## config.mk

```make
export PLATFORM = sky130hd
export DESIGN_NAME = vga_timing_out
export DESIGN_NICKNAME = d
export VERILOG_FILES = /design/src/rtl/vga_pkg.sv /design/src/rtl/vga_wrap_counter.sv /design/src/rtl/vga_timing_out.sv
export SDC_FILE = /design/constraint.sdc
export NUM_CORES = 1
export LEC_CHECK = 0
export CORE_MARGIN = 3
export CORE_UTILIZATION = 55
export DETAILED_ROUTE_END_ITERATION = 7
export DONT_BUFFER_PORTS = 1
export PLACE_DENSITY = 0.67
export SYNTH_ARGS = -nofsm -noshare
export SYNTH_HDL_FRONTEND = slang
export SYNTH_SLANG_ARGS = --single-unit
```

## constraint.sdc

```tcl
create_clock -name CLOCK_25 -period 4.53 [get_ports CLOCK_25]
set_input_delay 0.906 -clock CLOCK_25 [delete_from_list [all_inputs] [get_ports CLOCK_25]]
set_output_delay 0.906 -clock CLOCK_25 [all_outputs]
set_load 0.01 [all_outputs]
```

## src/rtl/vga_pkg.sv

```systemverilog
// vga_pkg: 640x480@60 timing constants, colour constants and coordinate type
package vga_pkg;
    localparam int COORD_W  = 12;
    localparam int H_ACTIVE = 640;
    localparam int H_FP     = 16;
    localparam int H_SYNC   = 96;
    localparam int H_BP     = 48;
    localparam int H_TOTAL  = H_ACTIVE + H_FP + H_SYNC + H_BP;
    localparam int V_ACTIVE = 480;
    localparam int V_FP     = 10;
    localparam int V_SYNC   = 2;
    localparam int V_BP     = 33;
    localparam int V_TOTAL  = V_ACTIVE + V_FP + V_SYNC + V_BP;
    localparam logic [2:0] COLOR_BLACK = 3'b000;
    localparam logic [2:0] COLOR_WHITE = 3'b111;
    typedef logic [COORD_W-1:0] coord_t;
endpackage

```

## src/rtl/vga_wrap_counter.sv

```systemverilog
// vga_wrap_counter: enabled 12-bit counter that wraps to 0 after terminal count TC
module vga_wrap_counter
    import vga_pkg::*;
#(
    parameter int TC = H_TOTAL - 1
) (
    input  logic   CLOCK_25,
    input  logic   RESET_N,
    input  logic   en,
    output coord_t q,
    output logic   wrap
);
    assign wrap = en && (q == coord_t'(TC));
    always_ff @(posedge CLOCK_25)
        if (!RESET_N) q <= '0;
        else if (en)  q <= wrap ? '0 : q + 1'b1;
endmodule

```

## src/rtl/vga_timing_out.sv

```systemverilog
// vga_timing_out: raster counters, sync/active decode and registered, blanked VGA pins
module vga_timing_out
    import vga_pkg::*;
#(
    parameter int   H_ACTIVE    = vga_pkg::H_ACTIVE,
    parameter int   H_FP        = vga_pkg::H_FP,
    parameter int   H_SYNC      = vga_pkg::H_SYNC,
    parameter int   H_BP        = vga_pkg::H_BP,
    parameter int   V_ACTIVE    = vga_pkg::V_ACTIVE,
    parameter int   V_FP        = vga_pkg::V_FP,
    parameter int   V_SYNC      = vga_pkg::V_SYNC,
    parameter int   V_BP        = vga_pkg::V_BP,
    parameter logic SYNC_ACTIVE = 1'b0
) (
    input  logic       CLOCK_25,
    input  logic       RESET_N,
    input  logic [2:0] color_in,
    output coord_t     x,
    output coord_t     y,
    output logic       active,
    output logic       frame_start,
    output logic       vblank_start,
    output logic       hsync,
    output logic       vsync,
    output logic       vga_r,
    output logic       vga_g,
    output logic       vga_b
);
    localparam int H_TOTAL = H_ACTIVE + H_FP + H_SYNC + H_BP;
    localparam int V_TOTAL = V_ACTIVE + V_FP + V_SYNC + V_BP;
    logic h_wrap, unused_v_wrap, hs_raw, vs_raw;
    vga_wrap_counter #(.TC(H_TOTAL - 1)) u_h (
        .CLOCK_25(CLOCK_25), .RESET_N(RESET_N), .en(1'b1),   .q(x), .wrap(h_wrap)
    );
    vga_wrap_counter #(.TC(V_TOTAL - 1)) u_v (
        .CLOCK_25(CLOCK_25), .RESET_N(RESET_N), .en(h_wrap), .q(y), .wrap(unused_v_wrap)
    );
    assign active       = (x < coord_t'(H_ACTIVE)) && (y < coord_t'(V_ACTIVE));
    assign frame_start  = (x == '0) && (y == '0);
    assign vblank_start = (x == '0) && (y == coord_t'(V_ACTIVE));
    assign hs_raw = (x >= coord_t'(H_ACTIVE + H_FP)) && (x < coord_t'(H_ACTIVE + H_FP + H_SYNC));
    assign vs_raw = (y >= coord_t'(V_ACTIVE + V_FP)) && (y < coord_t'(V_ACTIVE + V_FP + V_SYNC));
    // sync and colour share one register stage so the pins stay aligned
    always_ff @(posedge CLOCK_25)
        if (!RESET_N) begin
            hsync               <= ~SYNC_ACTIVE;
            vsync               <= ~SYNC_ACTIVE;
            {vga_r,vga_g,vga_b} <= COLOR_BLACK;
        end else begin
            hsync               <= hs_raw ? SYNC_ACTIVE : ~SYNC_ACTIVE;
            vsync               <= vs_raw ? SYNC_ACTIVE : ~SYNC_ACTIVE;
            {vga_r,vga_g,vga_b} <= active ? color_in : COLOR_BLACK;
        end
endmodule

```

== After elaboration in Yosys (flattened, before gate mapping) ==
Cells that the tools add are included.

* Multiplexer cells: 3
* Reduce and logical (&&, ||, !) cells: 10
* Add/sub/neg operators: 2
* Bitwise logic cells: 1
* Order comparisons: 6
* Eq/ne operators: 3

{| class="wikitable"
|+ Operators by type and width
! cell !! number
|-
| adder 12 x 1 -> 12 bit (second input constant) || 2
|-
| equality test 12 x 10 -> 1 bit (second input constant) || 2
|-
| zero test 12 bit || 2
|-
| less-than comparator 12 x 10 -> 1 bit (second input constant) || 2
|-
| less-than comparator 12 x 9 -> 1 bit (second input constant) || 2
|-
| equality test 12 x 9 -> 1 bit (second input constant) || 1
|-
| >= comparator 12 x 10 -> 1 bit (second input constant) || 1
|-
| >= comparator 12 x 9 -> 1 bit (second input constant) || 1
|-
| two-way mux 12 bit || 1
|-
| logical AND 1 bit || 6
|-
| two-way mux 1 bit || 2
|-
| AND reduction 2 bit || 1
|-
| OR reduction 2 bit || 1
|-
| NOT 1 bit || 1
|}

* Bits of input ports: 5
* Output and inout bits: 32
* Bits in registers: 29
* Word-level logic and storage cells: 32

== Logic depth before layout (Yosys ltp) ==
Gate-level depths: netlist of run 1.

* Word-level depth: 3
* Mapped depth: 7
* Gate-level depth less buffers: 6

== By module ==
A second synthesis of run 1 with hierarchy kept.

* Cell total of the unflattened synthesis: 162
* Area, all modules: 1410.1 sq um

{| class="wikitable"
|+ Modules (own cells, without submodules)
! module !! seq. area each (sq um) !! times used !! area each (sq um) !! cells each
|-
| vga_wrap_counter (u_v) || 240.2 || 1 || 579.3 || 65
|-
| vga_wrap_counter (u_h) || 240.2 || 1 || 574.3 || 63
|-
| vga_timing_out || 100.1 || 1 || 256.5 || 34
|}

== Worst setup path after synthesis of run 1 ==
No wires, ideal clock.

* Path type: flip-flop to output port
* From: reg u_v.q[0]
* To: out frame_start
* Setup slack: 2.332 ns
* Data required time: 3.624 ns
* Arrival: 1.292 ns
* Cell stages (with the launch flop): 7
* Buffers on the path: 0
* Cells stage by stage: dfxtp_1 inv_1 ha_1 nand2_1 nor3_1 nand4_1 nor4_1

* Cells in the longest elaborated chain, start to end: 2

{| class="wikitable"
|+ RTL lines
! item !! line !! source
|-
| from (decl) || vga_wrap_counter.sv:10 || <nowiki>output coord_t q,</nowiki>
|-
| from (signal assigned) || vga_wrap_counter.sv:16 || <nowiki>else if (en) q <= wrap ? '0 : q + 1'b1;</nowiki>
|-
| zero test 12 bit || vga_timing_out.sv:39 || <nowiki>assign frame_start = (x == '0) && (y == '0);</nowiki>
|-
| logical AND 1 bit || vga_timing_out.sv:39 ||
|-
| to (decl) || vga_timing_out.sv:21 || <nowiki>output logic frame_start,</nowiki>
|}

Every way passes these cells.

== Worst setup path in the final report of run 1 ==
* From: reg u_h.q[0]
* To: reg u_v.q[5]

* Cells in the longest elaborated chain, start to end: 3

{| class="wikitable"
|+ RTL lines
! item !! line !! source
|-
| from (decl) || vga_wrap_counter.sv:10 ||
|-
| from (signal assigned) || vga_wrap_counter.sv:16 ||
|-
| equality test 12 x 10 -> 1 bit (*) || vga_wrap_counter.sv:13 || <nowiki>assign wrap = en && (q == coord_t'(TC));</nowiki>
|-
| logical AND 1 bit || vga_wrap_counter.sv:13 ||
|-
| two-way mux 12 bit || vga_wrap_counter.sv:16 ||
|}

Every way passes the cells marked *; elsewhere a longest branch is shown, timed or not.
A chain may end at the register's enable or synchronous reset.

==> results.txt, run 1 <==
# clock sinks: 29
Setup Crit Path Kind: reg2reg
Total GRT Usage: 0.2094
Syn-to-layout area delta: 6.015%
Num ports: 37
Detail Route Antenna Nets: 0
Syn Std Cell Area: 1394 um^2
Critical Path AT: 3.38 ns
Max transition margin: 0.2773
Final WL: 3017 um
Footprint of the multi-input gates: 754.5 um^2
Syn Area/Cell: 8.551 um^2
Worst Tran Pin Value: 1.073 ns
Final period util: 0.6935
Critical path, cell by cell: ha_1, nand3_1, or4_1, o21ai_0, o21ba_2
Cts repair resizes: 0
Post-synth cell types: 30
Starting Density: 0.6068
Seq/Total Area, Yosys: 0.4165
Final Slew Violations: 0
Run status: finished, final reports clean
Min-Delay Path Class: reg2reg
Vias in the first global route: 1150
Setup Viol. Count Final: 0
Hpwl dp: 2207 um
Clock buffer depth: 2
Synth warn: 0
Layout cells sized above 1: 0.06061
Syn Inst Count: 163
Syn_nets: 172
Initial antenna violation count: 0
Worst skew pair latency: 0.34 ns
Pleak: 0.5029 nW
First-pass GRT wire length: 5257 um
R2R depth: 5
Startpoint Class: flip-flop
Min cycle time layout: 3.141 ns
Register area: 580.6 um^2
Remaining global-route overflow: 0
Final antenna diode count: 0
Via count of the routed design: 1192
Port bufs: 0
Setup TNS: 0 ns
Max-cap viol count: 0
Max rail drop VDD: 313.7 uV
Critical Path Fanout Max: 24
Initial drt markers: 44
Die area: 3174 um^2
Reg2reg end: u_v.q[5]
Critical Path RT: 4.77 ns
CTS tree: built
Worst-case clock skew: 0.01569 ns
Total core area: 2297 um^2
Final instance area: 1478 um^2
Worst setup EP type: flip-flop
DRC: 0
Routed len/inst: 15.63 um
Fmax achieved: 318.3 MHz
First drt pass iteration count: 4
Seq cells post-synth: 29
Hold Startpoint: u_h.q[0]
CTS Hold Buffers Added: 0
Worst-path clk slew: 0.10 ns
Final hold vios: 0
Min-Delay Endpoint: u_h.q[0]
RD Place Congestion: 0.8294
Post-CTS setup buffers: 0
Num CTS Buffers: 5
Post-DP Area: 1393 um^2
Crit path max-delay cell type: o21ai_0
Die width: 56.34 um
PD cells: 338.3 nW/um^2
R2R setup slack: 1.39 ns
Pin count of the biggest net entering global routing: 25
Via-per-instance ratio: 6.176
Fill count: 204
Root Driver: clkbuf_4
Worst R2R Start: u_h.q[0]
FP Rows: 17
Crit path largest cell delay: 0.96 ns
RSZ-0062 raised after global routing: no
Number of cells on the worst hold path: 1
Final #Nets: 173
Die height: 56.34 um
H-tree depth: 2
-- stage by stage --
stage	hold WS, ns	util	setup slack [ns]	std cells	power [mW]
global route	0.6010	0.6432	1.103	193	0.5200
CTS	0.5589	0.6432	1.388	193	0.5037
detailed placement	0.5355	0.6062	1.398	185	0.2847
finish	0.5544	0.6432	1.389	193	0.5000
global placement	0.5176	0.6062	1.511	185	0.2843
floorplan	0.5001	-	2.332	163	0.2812
-- registers in the layout (all words and copies together), names as in the netlist --
name,count
u_h.q,12
hsync,1
vga_b,1
vga_g,1
vga_r,1
u_v.q,12
vsync,1
-- worst max path at each step --
stage	from	to	slack, ns
global route	u_h.q[0]	u_v.q[5]	1.10
floorplan	u_v.q[0]	frame_start	2.33
detailed placement	u_h.q[0]	u_v.q[5]	1.40
CTS	u_h.q[0]	u_v.q[5]	1.39
finish	u_h.q[0]	u_v.q[5]	1.39
global placement	u_h.q[0]	u_v.q[5]	1.51
-- kinds of logic (layout without fill, tap and decap cells) --
family / count (synthesis) / in the layout / share of synthesized area
compound gates: 22 / 22 / 0.09156
xor+xnor: 11 / 11 / 0.06912
fa+ha+maj: 4 / 4 / 0.03591
buf+inv: 12 / 14 / 0.04219
flops: 29 / 29 / 0.4165
simple gates: 85 / 85 / 0.3447
-- critical path: cells and delay by family, from the launching register on --
family | cells | cell delay [ns]
DFF | 1 | 0.49
and+or+nand+nor | 2 | 1.07
AOI/OAI and AO/OA | 2 | 1.22
adders and majority gates | 1 | 0.25
-- power breakdown --
group	switching [mW]	internal, mW
Sequential	0.00610	0.258
Combinational	0.00823	0.00576
Clock	0.0897	0.132
Total	0.104	0.396
-- synth_stat cells, drive strengths merged --
library cell / number / area (um^2)
a21boi: 1 / 7.510
a21oi: 9 / 45.04
and2: 6 / 37.54
and3: 3 / 18.77
and4: 3 / 26.28
buf: 4 / 28.78
clkbuf: 2 / 7.510
dfxtp: 29 / 580.6
ha: 4 / 50.05
inv: 6 / 22.52
nand2: 10 / 37.54
nand3: 10 / 50.05
nand4: 8 / 50.05
nand4b: 2 / 17.52
nor2: 13 / 48.80
nor3: 7 / 35.03
nor4: 5 / 31.28
nor4b: 1 / 8.760
o21a: 1 / 7.510
o21ai: 7 / 35.03
o21ba: 1 / 10.01
o31ai: 3 / 22.52
or2: 2 / 12.51
or3: 7 / 43.79
or4: 7 / 52.55
or4b: 1 / 10.01
xnor2: 7 / 61.31
xor2: 4 / 35.03
-- final cells by class --
class,count,area share
Multi-Input combinational cell,122,0.5106
Sequential cell,29,0.3929
Clock buffer,7,0.03726
Tap cell,28,0.02371
Clock inverter,1,0.02032
Inverter,6,0.01524
-- layer usage --
metal	GRT usage	share of wire	vias to the layer above
li1	-	-	600
met1	0.2714	0.47	540
met2	0.3022	0.43	48
met3	0.09425	0.097	4
met4	0.08136	0.0086	0
met5	0	0	-
-- cell usage in the layout, fill, tap and decap left out --
cell type / n
nand4b_1: 2
o21ba_2: 1
and4_1: 3
dfxtp_1: 29
nor3_1: 7
nor4b_1: 1
clkbuf_4: 5
ha_1: 4
and2_1: 6
or2_2: 2
nand2_1: 10
nor4_1: 5
or4_1: 7
xor2_1: 4
and3_1: 3
a21boi_0: 1
xnor2_1: 7
o21ai_0: 7
o21a_1: 1
clkbuf_1: 1
clkbuf_8: 1
or4b_1: 1
bufinv_16: 1
or3_1: 7
nand4_1: 8
a21oi_1: 9
nor2_1: 13
o31ai_1: 3
nand3_1: 10
inv_1: 6
No activity file was read; power rests on OpenSTA's default activity.
==> run 2, diff against run 1 <==
PLACE_DENSITY = 0.7   (was 0.67)
clock period = 2.6 ns   (was 4.53 ns; I/O delays follow)
==> results.txt, run 2 (synthesis gave the netlist of run 1 again) <==
Min-Delay Path Class: in2reg
Critical path, cell by cell: inv_1, ha_1, nand2_1, nor3_1, nand4_1, nor4_1
Total GRT Usage: 0.2071
Pin count of the biggest net entering global routing: 25
Clock buffer depth: 2
Die height: 56.34 um
Max-cap viol count: 0
Worst path bufs/invs: 1
Root Driver: clkbuf_4
Final instance area: 1538 um^2
Setup Viol. Count Final: 0
RD Place Congestion: 0.8089
Fmax achieved: 418.6 MHz
Layout cells sized above 1: 0.1040
Final WL: 3022 um
DRC: 0
Final hold vios: 0
Pleak: 0.5427 nW
CTS Hold Buffers Added: 0
Setup WS pre-CTS: 0.3589 ns
Worst-case clock skew: 0.01331 ns
Crit path max-delay cell type: nor4_1
Critical Path Fanout Max: 6
Num ports: 37
FP Rows: 17
Min cycle time layout: 2.389 ns
Post-CTS setup buffers: 0
Placed Cells incl. Taps: 193
CTS tree: built
Startpoint Class: flip-flop
Hpwl dp: 2214 um
Run status: finished, final reports clean
Initial antenna violation count: 0
Max rail drop VDD: 649.7 uV
Die width: 56.34 um
Setup TNS: 0 ns
Commonest non-fill, non-tap cell in the layout: dfxtp_1
RSZ-0062 raised after global routing: no
Worst skew pair latency: 0.33 ns
Total core area: 2297 um^2
Final antenna diode count: 0
Num CTS Buffers: 5
Cts repair resizes: 0
Initial drt markers: 40
Via-per-instance ratio: 6.100
Critical Path AT: 1.87 ns
Final #Nets: 181
Port bufs: 0
Setup Crit Path Kind: reg2out
Via count of the routed design: 1226
PD cells: 568.3 nW/um^2
Critical Path RT: 2.08 ns
Syn-to-layout area delta: 10.32%
Starting Density: 0.6068
Remaining global-route overflow: 0
CP top delay family: simple AND/OR/NAND/NOR gates
First-pass GRT wire length: 5264 um
# clock sinks: 29
Final cell count without fillers: 201
Worst setup margin: 0.2111 ns
Max transition margin: 0.6000
Worst Tran Pin Value: 0.5945 ns
Commonest cells after routing, fill and taps aside: 29 x dfxtp_1, 13 x nor2_1, 10 x nand2_1, 10 x nand3_1, 9 x a21oi_1
Worst-path clk slew: 0.10 ns
Fill count: 202
Routed len/inst: 15.03 um
Vias in the first global route: 1174
H-tree depth: 2
Worst Hold Slack: 0.3054 ns
Die area: 3174 um^2
First drt pass iteration count: 4
Detail Route Antenna Nets: 0
Largest regs: u_h.q x12, u_v.q x12
Final Slew Violations: 0
Post-DP Area: 1453 um^2
Final period util: 0.9188
Crit path largest cell delay: 0.51 ns
Worst setup EP type: output pin
-- run 2: per-stage QoR --
stage,total power [mW],utilization
finish,0.8738,0.6694
detailed placement,0.4982,0.6324
floorplan,0.4900,-
CTS,0.8757,0.6694
global placement,0.4979,0.6324
global route,0.9040,0.6694
-- run 2: area by class of cell --
type | instances | area (um^2) | share of cell area
multi-input cells | 122 | 754.5 | 0.4906
clock inverters | 1 | 30.03 | 0.01953
repair buffers | 8 | 60.06 | 0.03906
inverters | 6 | 22.52 | 0.01465
clock buffers | 7 | 55.05 | 0.03580
flip-flops and latches | 29 | 580.6 | 0.3775
well taps | 28 | 35.03 | 0.02278
-- run 2: path summary, 6_finish.rpt --
| path | start | endpoint | slack (ns) | depth (start not counted) |
|---|---|---|---|---|
| setup / recovery | u_v.q[0] | frame_start | 0.21 | 6 |
| hold / removal | RESET_N | u_h.q[2] | 0.31 | 1 |
| setup reg to reg | u_h.q[5] | u_v.q[8] | 0.32 | 5 |
| hold reg to reg | u_h.q[0] | u_h.q[0] | 0.55 | 1 |
-- run 2: where the power goes --
part	switching [mW]	internal, mW
clock	0.157	0.229
combinational	0.0149	0.0118
sequential	0.0106	0.450
total	0.182	0.692
-- run 2: per-layer routing --
metal	GRT usage	wire (um)	vias to the layer above
met1	0.2616	1400	570
met2	0.3105	1381	44
li1	-	-	610
met4	0.09153	10	0
met5	0	0	-
met3	0.08046	229	2
==> run 3, diff against run 2 <==
PLACE_DENSITY = 0.73   (was 0.7)
==> results.txt, run 3 (synthesis gave the netlist of run 1 again) <==
Max transition margin: 0.5973
Detail Route Antenna Nets: 0
Max rail drop VDD: 351.3 uV
CTS tree: built
Worst-path clk slew: 0.10 ns
Largest regs: u_h.q x12, u_v.q x12
Initial antenna violation count: 0
Vias in the first global route: 1177
Hpwl dp: 2332 um
Pleak: 0.5760 nW
H-tree depth: 2
Post-CTS setup buffers: 0
Layout cells sized above 1: 0.1444
RSZ-0062 raised after global routing: no
Num CTS Buffers: 5
Die width: 56.34 um
Routed len/inst: 15.10 um
Total core area: 2297 um^2
Final period util: 0.9381
Critical Path AT: 1.92 ns
Commonest cells after routing, fill and taps aside: 29 x dfxtp_1, 15 x buf_4, 13 x nor2_1, 10 x nand2_1, 10 x nand3_1
Setup Viol. Count Final: 0
Critical Path RT: 2.08 ns
Worst setup EP type: output pin
Min-Delay Path Class: in2reg
Critical Path Fanout Max: 6
Cts repair resizes: 0
Setup Crit Path Kind: reg2out
First drt pass iteration count: 5
Via count of the routed design: 1282
Worst-case clock skew: 0.01313 ns
Clock buffer depth: 2
Via-per-instance ratio: 6.163
Final antenna diode count: 0
Die area: 3174 um^2
Setup TNS: 0 ns
First-pass GRT wire length: 5223 um
Worst skew pair latency: 0.33 ns
Fmax achieved: 410.0 MHz
Pin count of the biggest net entering global routing: 21
PD cells: 510.1 nW/um^2
Final hold vios: 0
Starting Density: 0.6068
Die height: 56.34 um
Num ports: 37
Min cycle time layout: 2.439 ns
RD Place Congestion: 0.7642
Run status: finished, final reports clean
CTS Hold Buffers Added: 0
Syn-to-layout area delta: 13.02%
Final WL: 3141 um
Remaining global-route overflow: 0
Total GRT Usage: 0.2070
FP Rows: 17
Total power draw: 0.8035 mW
Max-cap viol count: 0
DRC: 0
Final #Nets: 188
Final Slew Violations: 0
Root Driver: clkbuf_4
Initial drt markers: 51
Commonest non-fill, non-tap cell in the layout: dfxtp_1
Startpoint Class: flip-flop
# clock sinks: 29
Worst Tran Pin Value: 0.5985 ns
Port bufs: 0
run 3: changes by cell type in the layout (fill, tap and decap cells not counted):
cell | previous run | this run
buf_4 | 8 | 15
bufinv_16 | 1 | 0
clkbuf_1 | 1 | 0
clkbuf_8 | 1 | 2
clkinv_2 | 0 | 1
run 3: final timing paths:
check,start,end,slack (ns),cells after the start
worst max register to register,u_h.q[7],u_v.q[10],0.22,4
worst min register to register,u_v.q[11],u_v.q[11],0.56,2
worst max-delay path,u_h.q[0],frame_start,0.16,7
worst min-delay path,RESET_N,u_h.q[2],0.31,1
run 3: worst max-delay path, stage by stage, from the launching register on:
cell	delay [ns]
dfxtp_1	0.32
buf_4	0.16
inv_1	0.06
ha_1	0.14
nand2_1	0.05
nor3_1	0.17
nand4_1	0.16
nor4_1	0.52
run 3: per-stage QoR:
stage | instances | util | hold slack [ns] | area (um^2) | setup WS [ns]
floorplan | 163 | - | 0.5001 | 1394 | 0.4281
global placement | 200 | 0.6552 | 0.5395 | 1505 | 0.3151
detailed placement | 200 | 0.6552 | 0.5511 | 1505 | 0.2675
CTS | 208 | 0.6857 | 0.3025 | 1575 | 0.1215
global route | 208 | 0.6857 | 0.3009 | 1575 | 0.01658
finish | 208 | 0.6857 | 0.3120 | 1575 | 0.1609
run 3: power by group:
group | internal [mW] | switching, mW | leakage, nW
combinational | 0.0153 | 0.0210 | 0.300
clock | 0.157 | 0.154 | 0.0413
sequential | 0.450 | 0.00615 | 0.235
run 3: layout make-up:
cell class / count / area, um^2
sequential: 29 / 580.6
clock inverter: 1 / 5.005
clock buffer: 7 / 65.06
inverter: 6 / 22.52
tap: 28 / 35.03
timing repair buffer: 15 / 112.6
fill: 193 / 721.9
multi-input combinational: 122 / 754.5
run 3: layer usage:
metal,GRT usage,wire (um),vias up
li1,-,-,627
met1,0.2574,1402,601
met2,0.3306,1450,47
met3,0.06897,248,7
met4,0.07797,40,0
met5,0,0,-
